## src/rtl/hd_operand_stager.sv

```systemverilog
// ---------------------------------------------------------------------------
// hd_operand_stager
//
// Sequential wrapper around the 32-in/32-out combinational Hacker's-Delight
// core. It collects a 32-bit operand from a byte stream (LSB first) and drives
// it, registered and stable, onto the core's x bus. SETTLE cycles after the
// last byte it captures the core's y bus and offers it on a result stream.
//
// Parameters
//   SETTLE     cycles from operand completion to result capture (1..15)
//
// Ports
//   clk        sole clock, rising edge
//   rst_n      asynchronous active-low reset
//   clr        synchronous abort; wins over every other event on that edge
//   s_valid    input byte valid
//   s_ready    block accepts a byte (high only in LOAD)
//   s_data     operand byte, least-significant byte first
//   core_x     registered operand to the core (bit i drives xi)
//   core_y     core result (bit i from yi)
//   m_valid    result valid
//   m_ready    downstream accepts result
//   m_data     captured result
//   m_err      upper-half check flag (see HD_STAGER_UPPER_CHECK_EN)
//   busy       high outside LOAD, or in LOAD with a partial operand
//   dbg_state  current FSM state (0 LOAD, 1 SETTLE, 2 OUT)
//
// Handshakes: a transfer happens on a rising edge where valid and ready are
// both high. A producer holds valid and its data stable until that transfer;
// ready may be asserted or withdrawn freely. s_ready and busy are decoded only
// from registered state, so no combinational path exists from s_valid or
// m_ready to any output.
//
// Configuration macro: HD_STAGER_UPPER_CHECK_EN
//   defined   : m_err captures |core_y[31:16] alongside m_data
//   undefined : m_err is tied to 0 and no check logic exists
// ---------------------------------------------------------------------------
module hd_operand_stager #(
    parameter int unsigned SETTLE = 2
) (
    input  logic        clk,
    input  logic        rst_n,
    input  logic        clr,
    input  logic        s_valid,
    output logic        s_ready,
    input  logic [7:0]  s_data,
    output logic [31:0] core_x,
    input  logic [31:0] core_y,
    output logic        m_valid,
    input  logic        m_ready,
    output logic [31:0] m_data,
    output logic        m_err,
    output logic        busy,
    output logic [1:0]  dbg_state
);

    typedef enum logic [1:0] {
        ST_LOAD   = 2'd0,
        ST_SETTLE = 2'd1,
        ST_OUT    = 2'd2
    } state_e;

    // Count value on the edge that captures the core result.
    localparam logic [3:0] SETTLE_LAST = 4'(SETTLE - 1);

    state_e      state_q, state_d;
    logic [1:0]  byte_cnt_q, byte_cnt_d;
    logic [3:0]  settle_cnt_q, settle_cnt_d;
    logic [31:0] core_x_q, core_x_d;
    logic [31:0] m_data_q, m_data_d;
    logic        m_valid_q, m_valid_d;

    logic        byte_fire;
    logic        last_byte;
    logic        capture;
    logic        out_fire;

    // -----------------------------------------------------------------------
    // Event decode
    // -----------------------------------------------------------------------
    assign byte_fire = s_valid && s_ready;
    assign last_byte = byte_fire && (byte_cnt_q == 2'd3);
    assign capture   = (state_q == ST_SETTLE) && (settle_cnt_q == SETTLE_LAST);
    assign out_fire  = m_valid_q && m_ready;

    // -----------------------------------------------------------------------
    // FSM: state register
    // -----------------------------------------------------------------------
    always_ff @(posedge clk or negedge rst_n) begin
        if (!rst_n) begin
            state_q <= ST_LOAD;
        end else begin
            state_q <= state_d;
        end
    end

    // -----------------------------------------------------------------------
    // FSM: next-state logic
    // -----------------------------------------------------------------------
    always_comb begin
        state_d = state_q;
        if (clr) begin
            state_d = ST_LOAD;
        end else begin
            unique case (state_q)
                ST_LOAD:   if (last_byte) state_d = ST_SETTLE;
                ST_SETTLE: if (capture)   state_d = ST_OUT;
                ST_OUT:    if (out_fire)  state_d = ST_LOAD;
                default:                  state_d = ST_LOAD;
            endcase
        end
    end

    // -----------------------------------------------------------------------
    // FSM: outputs decoded from registered state
    // -----------------------------------------------------------------------
    always_comb begin
        s_ready   = 1'b0;
        busy      = 1'b1;
        dbg_state = state_q;
        unique case (state_q)
            ST_LOAD: begin
                s_ready = 1'b1;
                busy    = (byte_cnt_q != 2'd0);
            end
            ST_SETTLE: begin
                s_ready = 1'b0;
                busy    = 1'b1;
            end
            ST_OUT: begin
                s_ready = 1'b0;
                busy    = 1'b1;
            end
            default: begin
                s_ready = 1'b0;
                busy    = 1'b1;
            end
        endcase
    end

    // -----------------------------------------------------------------------
    // Datapath next-value logic
    // -----------------------------------------------------------------------
    always_comb begin
        byte_cnt_d   = byte_cnt_q;
        settle_cnt_d = settle_cnt_q;
        core_x_d     = core_x_q;
        m_data_d     = m_data_q;
        m_valid_d    = m_valid_q;

        if (clr) begin
            // Abort drops progress only; core_x and the last result are kept.
            byte_cnt_d   = 2'd0;
            settle_cnt_d = 4'd0;
            m_valid_d    = 1'b0;
        end else begin
            if (byte_fire) begin
                core_x_d[{byte_cnt_q, 3'b000} +: 8] = s_data;
                // 2-bit counter wraps 3 -> 0 on the fourth byte.
                byte_cnt_d = byte_cnt_q + 2'd1;
                if (last_byte) begin
                    settle_cnt_d = 4'd0;
                end
            end

            if (state_q == ST_SETTLE) begin
                settle_cnt_d = settle_cnt_q + 4'd1;
            end

            if (capture) begin
                m_data_d  = core_y;
                m_valid_d = 1'b1;
            end

            if (out_fire) begin
                m_valid_d = 1'b0;
            end
        end
    end

    // -----------------------------------------------------------------------
    // Datapath registers
    // -----------------------------------------------------------------------
    always_ff @(posedge clk or negedge rst_n) begin
        if (!rst_n) begin
            byte_cnt_q   <= 2'd0;
            settle_cnt_q <= 4'd0;
            core_x_q     <= 32'h0000_0000;
            m_data_q     <= 32'h0000_0000;
            m_valid_q    <= 1'b0;
        end else begin
            byte_cnt_q   <= byte_cnt_d;
            settle_cnt_q <= settle_cnt_d;
            core_x_q     <= core_x_d;
            m_data_q     <= m_data_d;
            m_valid_q    <= m_valid_d;
        end
    end

    assign core_x  = core_x_q;
    assign m_data  = m_data_q;
    assign m_valid = m_valid_q;

    // -----------------------------------------------------------------------
    // Upper-half check: the present core drives y16..y31 to zero, so any set
    // bit there at capture points at a core or netlist-mapping fault.
    // -----------------------------------------------------------------------
`ifdef HD_STAGER_UPPER_CHECK_EN
    logic m_err_q, m_err_d;

    always_comb begin
        m_err_d = m_err_q;
        if (!clr && capture) begin
            m_err_d = |core_y[31:16];
        end
    end

    always_ff @(posedge clk or negedge rst_n) begin
        if (!rst_n) begin
            m_err_q <= 1'b0;
        end else begin
            m_err_q <= m_err_d;
        end
    end

    assign m_err = m_err_q;
`else
    assign m_err = 1'b0;
`endif

endmodule

```

## config.mk

```make
export PLATFORM = sky130hd
export DESIGN_NAME = hd_operand_stager
export DESIGN_NICKNAME = d
export VERILOG_FILES = /design/src/rtl/hd_operand_stager.sv
export SDC_FILE = /design/constraint.sdc
export NUM_CORES = 1
export LEC_CHECK = 0
export CAP_MARGIN = 20
export CORE_MARGIN = 2
export CORE_UTILIZATION = 48
export CTS_CLUSTER_DIAMETER = 120
export CTS_CLUSTER_SIZE = 14
export DETAILED_ROUTE_END_ITERATION = 16
export GPL_TIMING_DRIVEN = 0
export PLACE_DENSITY = 0.84
export SKIP_LAST_GASP = 1
export SYNTH_ARGS = -nofsm -noshare
export SYNTH_HDL_FRONTEND = slang
export SYNTH_SLANG_ARGS = --single-unit
```

## constraint.sdc

```tcl
create_clock -name clk -period 3.5 [get_ports clk]
set_input_delay 0.7 -clock clk [delete_from_list [all_inputs] [get_ports clk]]
set_output_delay 0.7 -clock clk [all_outputs]
set_load 0.01 [all_outputs]
```

==> results.yml, run 1 <==
clock_network:
  tritoncts_clock_tree: "yes"
  hold_fix_buffers_at_cts: 0
  postCtsSetupRepairBufs: 0
  clk_latency_ns: 0.34
  cts_buffer_depth: 2
  cts_root_buf: "sky130_fd_sc_hd__clkbuf_8"
  htree_num_levels: 3
  total_clock_sinks: 73
  cts_resized: 0
  clk_pin_slew_worst_paths_ns: 0.07
  cts_made_buffers: 9
placement:
  gp_congestion: 0.8133
  dpl.hpwl_um: 5843
  placement.io_buffers: 113
  placed_area_mm2: 0.004618
yosys:
  synth_async_sr_flop_share: 1.000
  dominantRegCellSynth: "sky130_fd_sc_hd__dfrtp_1"
  yosys.area.top_type_share: 0.5421
  netlist-cell-type-count: 38
  part_of_the_yosys_area_used_for_sequential_elements: 0.5421
  syn_nets: 318
  mappedNetlistArea_mm2: 0.003369
  netlist.top_cell.by_area: "sky130_fd_sc_hd__dfrtp_1"
  main_area_contributors_after_synthesis: "sky130_fd_sc_hd__dfrtp_1 (54%), sky130_fd_sc_hd__mux2_4 (13%), sky130_fd_sc_hd__nand4_1 (4.5%)"
  netlist_instances: 266
  synth-warning-count: 0
  synth-edff-count: 0
  synth_top_cells_by_count: "sky130_fd_sc_hd__dfrtp_1 (73), sky130_fd_sc_hd__mux2_4 (30), sky130_fd_sc_hd__inv_1 (28)"
  synth-seq-cells: 73
  yosysMostFrequentCell: "sky130_fd_sc_hd__dfrtp_1"
  postSynthAreaPerCell_um2: 12.67
timing:
  timing_max_transition_violations_final: 0
  timing.final.setup_violations: 0
  layout_worst_path_cycle_share: 0.7851
  worst_relative_slew_slack: 0.3974
  worst_pin_slew_ns: 0.9039
  fmax_mhz: 363.9
  grt_setup_unrepaired: "no"
  final_period_minus_worst_setup_slack_ns: 2.748
  finalHoldViolations: 0
  hold_slack_ns: 0.4789
  tns_ns: 0
  timing.clock.skew_ns: 0.01181
power:
  power_frac_comb: 0.235
  vdd_drop_max_v: 0.0002491
  intPower_uw: 1602
  pwr-share-clk: 0.306
  pwr_density_cell_mw_per_mm2: 455.8
  power.static_leakage_uw: 0.002338
  switching_share: 0.2713
  share_seq_of_total_power: 0.459
  total_switching_power_uw: 596.4
die:
  fp.coreArea_mm2: 0.006794
  start_util: 0.4959
  std_cell_rows: 30
  die_span_in_x_um: 87.79
  pin_count: 115
  dieHeight_um: 87.79
  design.die.area_mm2: 0.007706
worst_setup_path:
  arrival_time_of_the_worst_setup_path_ns: 2.05
  crit_required_ns: 2.80
  r2r_setup_slack_ns: 1.45
  cell_chain_critical_path: "clkbuf_1, inv_1, ha_1, nand2_1, clkdlybuf4s50_1"
  crit_type: "register to primary output"
  timing.critical_path.to_type: "primary output"
  slowest_delay_ns: 0.54
  startpoint_type: "register"
  critPathSlowestCell: "sky130_fd_sc_hd__clkdlybuf4s50_1"
  cpLargestDelayFamily: "buffers and inverters"
  path_buf_inv: 3
  top_fanout_value_on_the_critical_path: 6
routing:
  final_antenna_net_count: 0
  route.detailed.drc: 0
  wl_per_cell_um: 16.37
  route.detailed.vias_per_inst: 5.120
  detailedRoute.firstIterationViolations: 124
  route.final.wire_length_um: 8038
  drt_pre_antenna_iters: 4
  via_count: 2514
global_routing:
  globalRouteTotalUtil: 0.2108
  grt_pass1_wl_um: 12350
  grt_start_max_net_pins: 74
  grt_antenna_before_repair: 0
  grt_pass1_vias: 2412
  grt_remaining_overflow: 0
final_layout:
  finish.net_count: 442
  num-fill-cells: 505
  antenna-diode-count: 0
  area_growth_pct: 43.15
  final_layout_size_suffix_gt1_frac: 0.1873
  finalInstanceArea_mm2: 0.004823
run:
  max_cap_violations: 0
hold_path:
  worst_hold_class: "register to register"
outcome:
  run_status: "finished, final reports clean"
## power by group through the flow
stage	logic [uW]	clock network, uW	registers (uW)
3_5_place_dp	517	0	1030
5_1_grt	558	724	1020
4_1_cts	520	686	1010
3_3_place_gp	506	0	1020
6_report	516	673	1010
2_1_floorplan	142	0	1070
## registers in the layout, summed over array words and instances, names as in the netlist
register      flops
m_valid           1
m_data           32
byte_cnt_q        2
core_x           32
settle_cnt_q      4
dbg_state         2
## final timing paths
check | start | to | depth (start not counted)
setup / recovery | byte_cnt_q[0] | busy | 5
hold / removal | core_x[13] | core_x[13] | 1
setup reg to reg | byte_cnt_q[0] | core_x[18] | 6
hold reg to reg | core_x[13] | core_x[13] | 1
max in group asynchronous | rst_n | core_x[4] | 1
min in group asynchronous | rst_n | core_x[25] | 1
## logic make-up (layout without fill, tap and decap cells)
logic type	Yosys count	count (layout)	synth area share
adder cells (fa/ha/maj)	7	7	0.02599
AND/OR/NAND/NOR	63	63	0.1374
flip-flops	73	73	0.5421
AO/OA/AOI/OAI	41	41	0.06944
other	1	1	0.001113
buffers and inverters	45	174	0.07204
XOR/XNOR	2	2	0.005200
multiplexers	34	34	0.1467
## cells in the final DEF, fill, tap and decap left out, types with 2 or more instances in the layout
cell / n
sky130_fd_sc_hd__clkdlybuf4s50_1: 112
sky130_fd_sc_hd__dfrtp_1: 73
sky130_fd_sc_hd__mux2_4: 30
sky130_fd_sc_hd__inv_1: 28
sky130_fd_sc_hd__nand4_1: 24
sky130_fd_sc_hd__o21ai_0: 23
sky130_fd_sc_hd__clkbuf_8: 11
sky130_fd_sc_hd__and4_1: 8
sky130_fd_sc_hd__a21o_1: 8
sky130_fd_sc_hd__ha_1: 7
sky130_fd_sc_hd__buf_2: 6
sky130_fd_sc_hd__nor2_1: 5
sky130_fd_sc_hd__buf_6: 5
sky130_fd_sc_hd__nand2_1: 4
sky130_fd_sc_hd__a21oi_1: 4
sky130_fd_sc_hd__nor3b_1: 3
sky130_fd_sc_hd__mux2_2: 3
sky130_fd_sc_hd__and2_1: 3
sky130_fd_sc_hd__nor3b_2: 3
sky130_fd_sc_hd__o21ai_1: 3
sky130_fd_sc_hd__clkinv_2: 3
sky130_fd_sc_hd__nor2b_1: 2
sky130_fd_sc_hd__o32ai_1: 2
sky130_fd_sc_hd__xnor2_1: 2
sky130_fd_sc_hd__buf_8: 2
sky130_fd_sc_hd__clkbuf_2: 2
sky130_fd_sc_hd__nand3b_1: 2
sky130_fd_sc_hd__buf_4: 2
## metrics by stage
step / utilization / power (uW) / setup slack, ns / cells
finish: 0.7099 / 2198 / 0.7522 / 491
global route: 0.7099 / 2303 / 0.6511 / 491
CTS: 0.7099 / 2216 / 0.7482 / 491
detailed placement: 0.6797 / 1543 / 1.110 / 475
global placement: 0.6801 / 1529 / -0.7101 / 475
floorplan: - / 1210 / 1.750 / 266
## metal layers
layer,vias up,track usage,routed length (um)
li1,1179,-,-
met1,1236,0.2747,3384
met2,86,0.3506,4128
met3,13,0.04147,361
met4,0,0.07692,163
met5,-,0,0
## final cells by class
cell class                 count  area [um^2]  area share
inverter                      28        105.1     0.02179
multi-input combinational    148         1300      0.2695
buffer                        17        137.6     0.02853
clock buffer                  11        151.4     0.03139
sequential                    73         1827      0.3787
clock inverter                 5        53.80     0.01115
tap                           96        120.1     0.02490
timing repair buffer         113         1129      0.2340
Note: power is estimated with default switching activity, not from simulation.
==> run 2: changes to the inputs <==
--- a/config.mk
+++ b/config.mk
@@ -7,12 +7,12 @@
 export LEC_CHECK = 0
 export CAP_MARGIN = 20
 export CORE_MARGIN = 2
-export CORE_UTILIZATION = 48
+export CORE_UTILIZATION = 45
 export CTS_CLUSTER_DIAMETER = 120
 export CTS_CLUSTER_SIZE = 14
 export DETAILED_ROUTE_END_ITERATION = 16
 export GPL_TIMING_DRIVEN = 0
-export PLACE_DENSITY = 0.84
+export PLACE_DENSITY = 0.79
 export SKIP_LAST_GASP = 1
 export SYNTH_ARGS = -nofsm -noshare
 export SYNTH_HDL_FRONTEND = slang
==> constraint.sdc (replaced) <==
create_clock -name clk -period 2.8 [get_ports clk]
set_input_delay 0.56 -clock clk [delete_from_list [all_inputs] [get_ports clk]]
set_output_delay 0.56 -clock clk [all_outputs]
set_load 0.01 [all_outputs]
==> run 2 against run 1 <==
Against the previous run: combinational power is 25% higher; first-iteration DRC count is 18% higher; core utilization is 4.1 points lower; worst hold slack worse by 0.12 ns; sequential share of layout area is 0.21 points lower; critical endpoint unchanged; largest cell class unchanged.
==> results.yml, run 2 (synthesis results as in run 1) <==
global_routing:
  globalRouteTotalUtil: 0.1994
  grt_antenna_before_repair: 0
  grt_start_max_net_pins: 74
  grt_pass1_vias: 2533
  grt_pass1_wl_um: 12960
  grt_remaining_overflow: 0
power:
  switching_share: 0.2602
  overall_power_of_the_completed_layout_uw: 2829
  vdd_drop_max_v: 0.0002523
  power_frac_comb: 0.228
  power.static_leakage_uw: 0.002344
  intPower_uw: 2093
  share_seq_of_total_power: 0.448
  pwr_density_cell_mw_per_mm2: 583.1
  total_switching_power_uw: 735.9
  pwr-share-clk: 0.325
hold_path:
  worst_hold_class: "primary input to async pin"
final_layout:
  finish.net_count: 442
  layout.cells.most_common_list: "sky130_fd_sc_hd__clkdlybuf4s50_1 (112), sky130_fd_sc_hd__dfrtp_1 (73), sky130_fd_sc_hd__mux2_4 (30)"
  multiInputGateArea_mm2: 0.001300
  antenna-diode-count: 0
  layout.cells.most_common: "sky130_fd_sc_hd__clkdlybuf4s50_1"
  area_growth_pct: 43.97
  num-fill-cells: 539
  fin_cells: 494
  final-seq-area_mm2: 0.001827
  finish.utilization: 0.6688
  final_layout_size_suffix_gt1_frac: 0.1873
clock_network:
  cts_buffer_depth: 2
  cts_root_buf: "sky130_fd_sc_hd__clkbuf_8"
  tritoncts_clock_tree: "yes"
  postCtsSetupRepairBufs: 0
  clk_latency_ns: 0.34
  clk_pin_slew_worst_paths_ns: 0.07
  cts_made_buffers: 9
  htree_num_levels: 3
  total_clock_sinks: 73
  hold_fix_buffers_at_cts: 0
  cts_resized: 0
worst_setup_path:
  timing.critical_path.to_type: "primary output"
  path_buf_inv: 3
  arrival_time_of_the_worst_setup_path_ns: 2.06
  critPathSlowestCell: "sky130_fd_sc_hd__clkdlybuf4s50_1"
  top_fanout_value_on_the_critical_path: 6
  crit_type: "register to primary output"
  crit_required_ns: 2.24
  slowest_delay_ns: 0.53
  cell_chain_critical_path: "clkbuf_1, inv_1, ha_1, nand2_1, clkdlybuf4s50_1"
  cpLargestDelayFamily: "buffers and inverters"
  startpoint_type: "register"
timing:
  timing_max_transition_violations_final: 0
  timing.final.setup_violations: 0
  finalHoldViolations: 0
  setup_ws_ns: 0.1774
  layout_worst_path_cycle_share: 0.9366
  final_period_minus_worst_setup_slack_ns: 2.623
  fmax_mhz: 381.3
  hold_slack_ns: 0.3623
  timing.clock.skew_ns: 0.007865
  worst_relative_slew_slack: 0.4025
  grt_setup_unrepaired: "no"
  worst_pin_slew_ns: 0.8962
routing:
  detailedRoute.firstIterationViolations: 146
  drt_pre_antenna_iters: 4
  wl_per_cell_um: 16.09
  route.final.wire_length_um: 7950
  final_antenna_net_count: 0
  via_count: 2474
  route.detailed.drc: 0
  route.detailed.vias_per_inst: 5.008
outcome:
  run_status: "finished, final reports clean"
die:
  design.die.area_mm2: 0.008196
  die_span_in_x_um: 90.53
  fp.coreArea_mm2: 0.007253
  std_cell_rows: 31
  start_util: 0.4646
  dieHeight_um: 90.53
  pin_count: 115
placement:
  gp_congestion: 0.7990
  dpl.hpwl_um: 5868
  dpl_worst_slack_ns: 0.5283
  placement.io_buffers: 113
  dp_cells: 478
run:
  max_cap_violations: 0
==> run 2: metrics by stage <==
step	area, um^2	TNS [ns]
2_1_floorplan	3369	0
3_3_place_gp	4624	-92.64
3_5_place_dp	4622	0
4_1_cts	4851	0
5_1_grt	4851	0
6_report	4851	0
==> run 2: power groups by stage <==
| stage | clock (uW) | sequential (uW) | combinational [uW] |
|---|---|---|---|
| final | 918 | 1270 | 645 |
| after global routing | 988 | 1280 | 696 |
| after CTS | 944 | 1270 | 651 |
| after detailed placement | 0 | 1280 | 645 |
| after global placement | 0 | 1280 | 633 |
| after floorplan | 0 | 1340 | 177 |
==> run 2: final timing paths <==
check / cells past startpoint / endpoint / from / slack, ns
worst max-delay path: 5 / busy / byte_cnt_q[0] / 0.18
worst min-delay path: 1 / core_x[25] / rst_n / 0.36
worst max register to register: 6 / core_x[22] / byte_cnt_q[0] / 0.76
worst min register to register: 1 / core_x[14] / core_x[14] / 0.48
max in group asynchronous: 1 / m_data[25] / rst_n / 1.87
min in group clk: 1 / core_x[14] / core_x[14] / 0.48
==> run 2: area by class of cell <==
class / count / share of cell area
sequential: 73 / 0.3766
multi-input combinational: 148 / 0.2680
timing repair buffer: 113 / 0.2327
clock buffer: 11 / 0.03121
buffer: 17 / 0.02837
tap: 99 / 0.02554
inverter: 28 / 0.02167
clock inverter: 5 / 0.01599
==> run 2: per-layer routing <==
layer  up-vias  part of all wire  GRT usage  wire length [um]
li1       1174                 -          -                 -
met1      1212              0.43     0.2630              3409
met2        79              0.51     0.3284              4050
met3         9             0.046    0.03255               365
met4         0             0.016    0.08077               125
met5         -                 0          0                 0
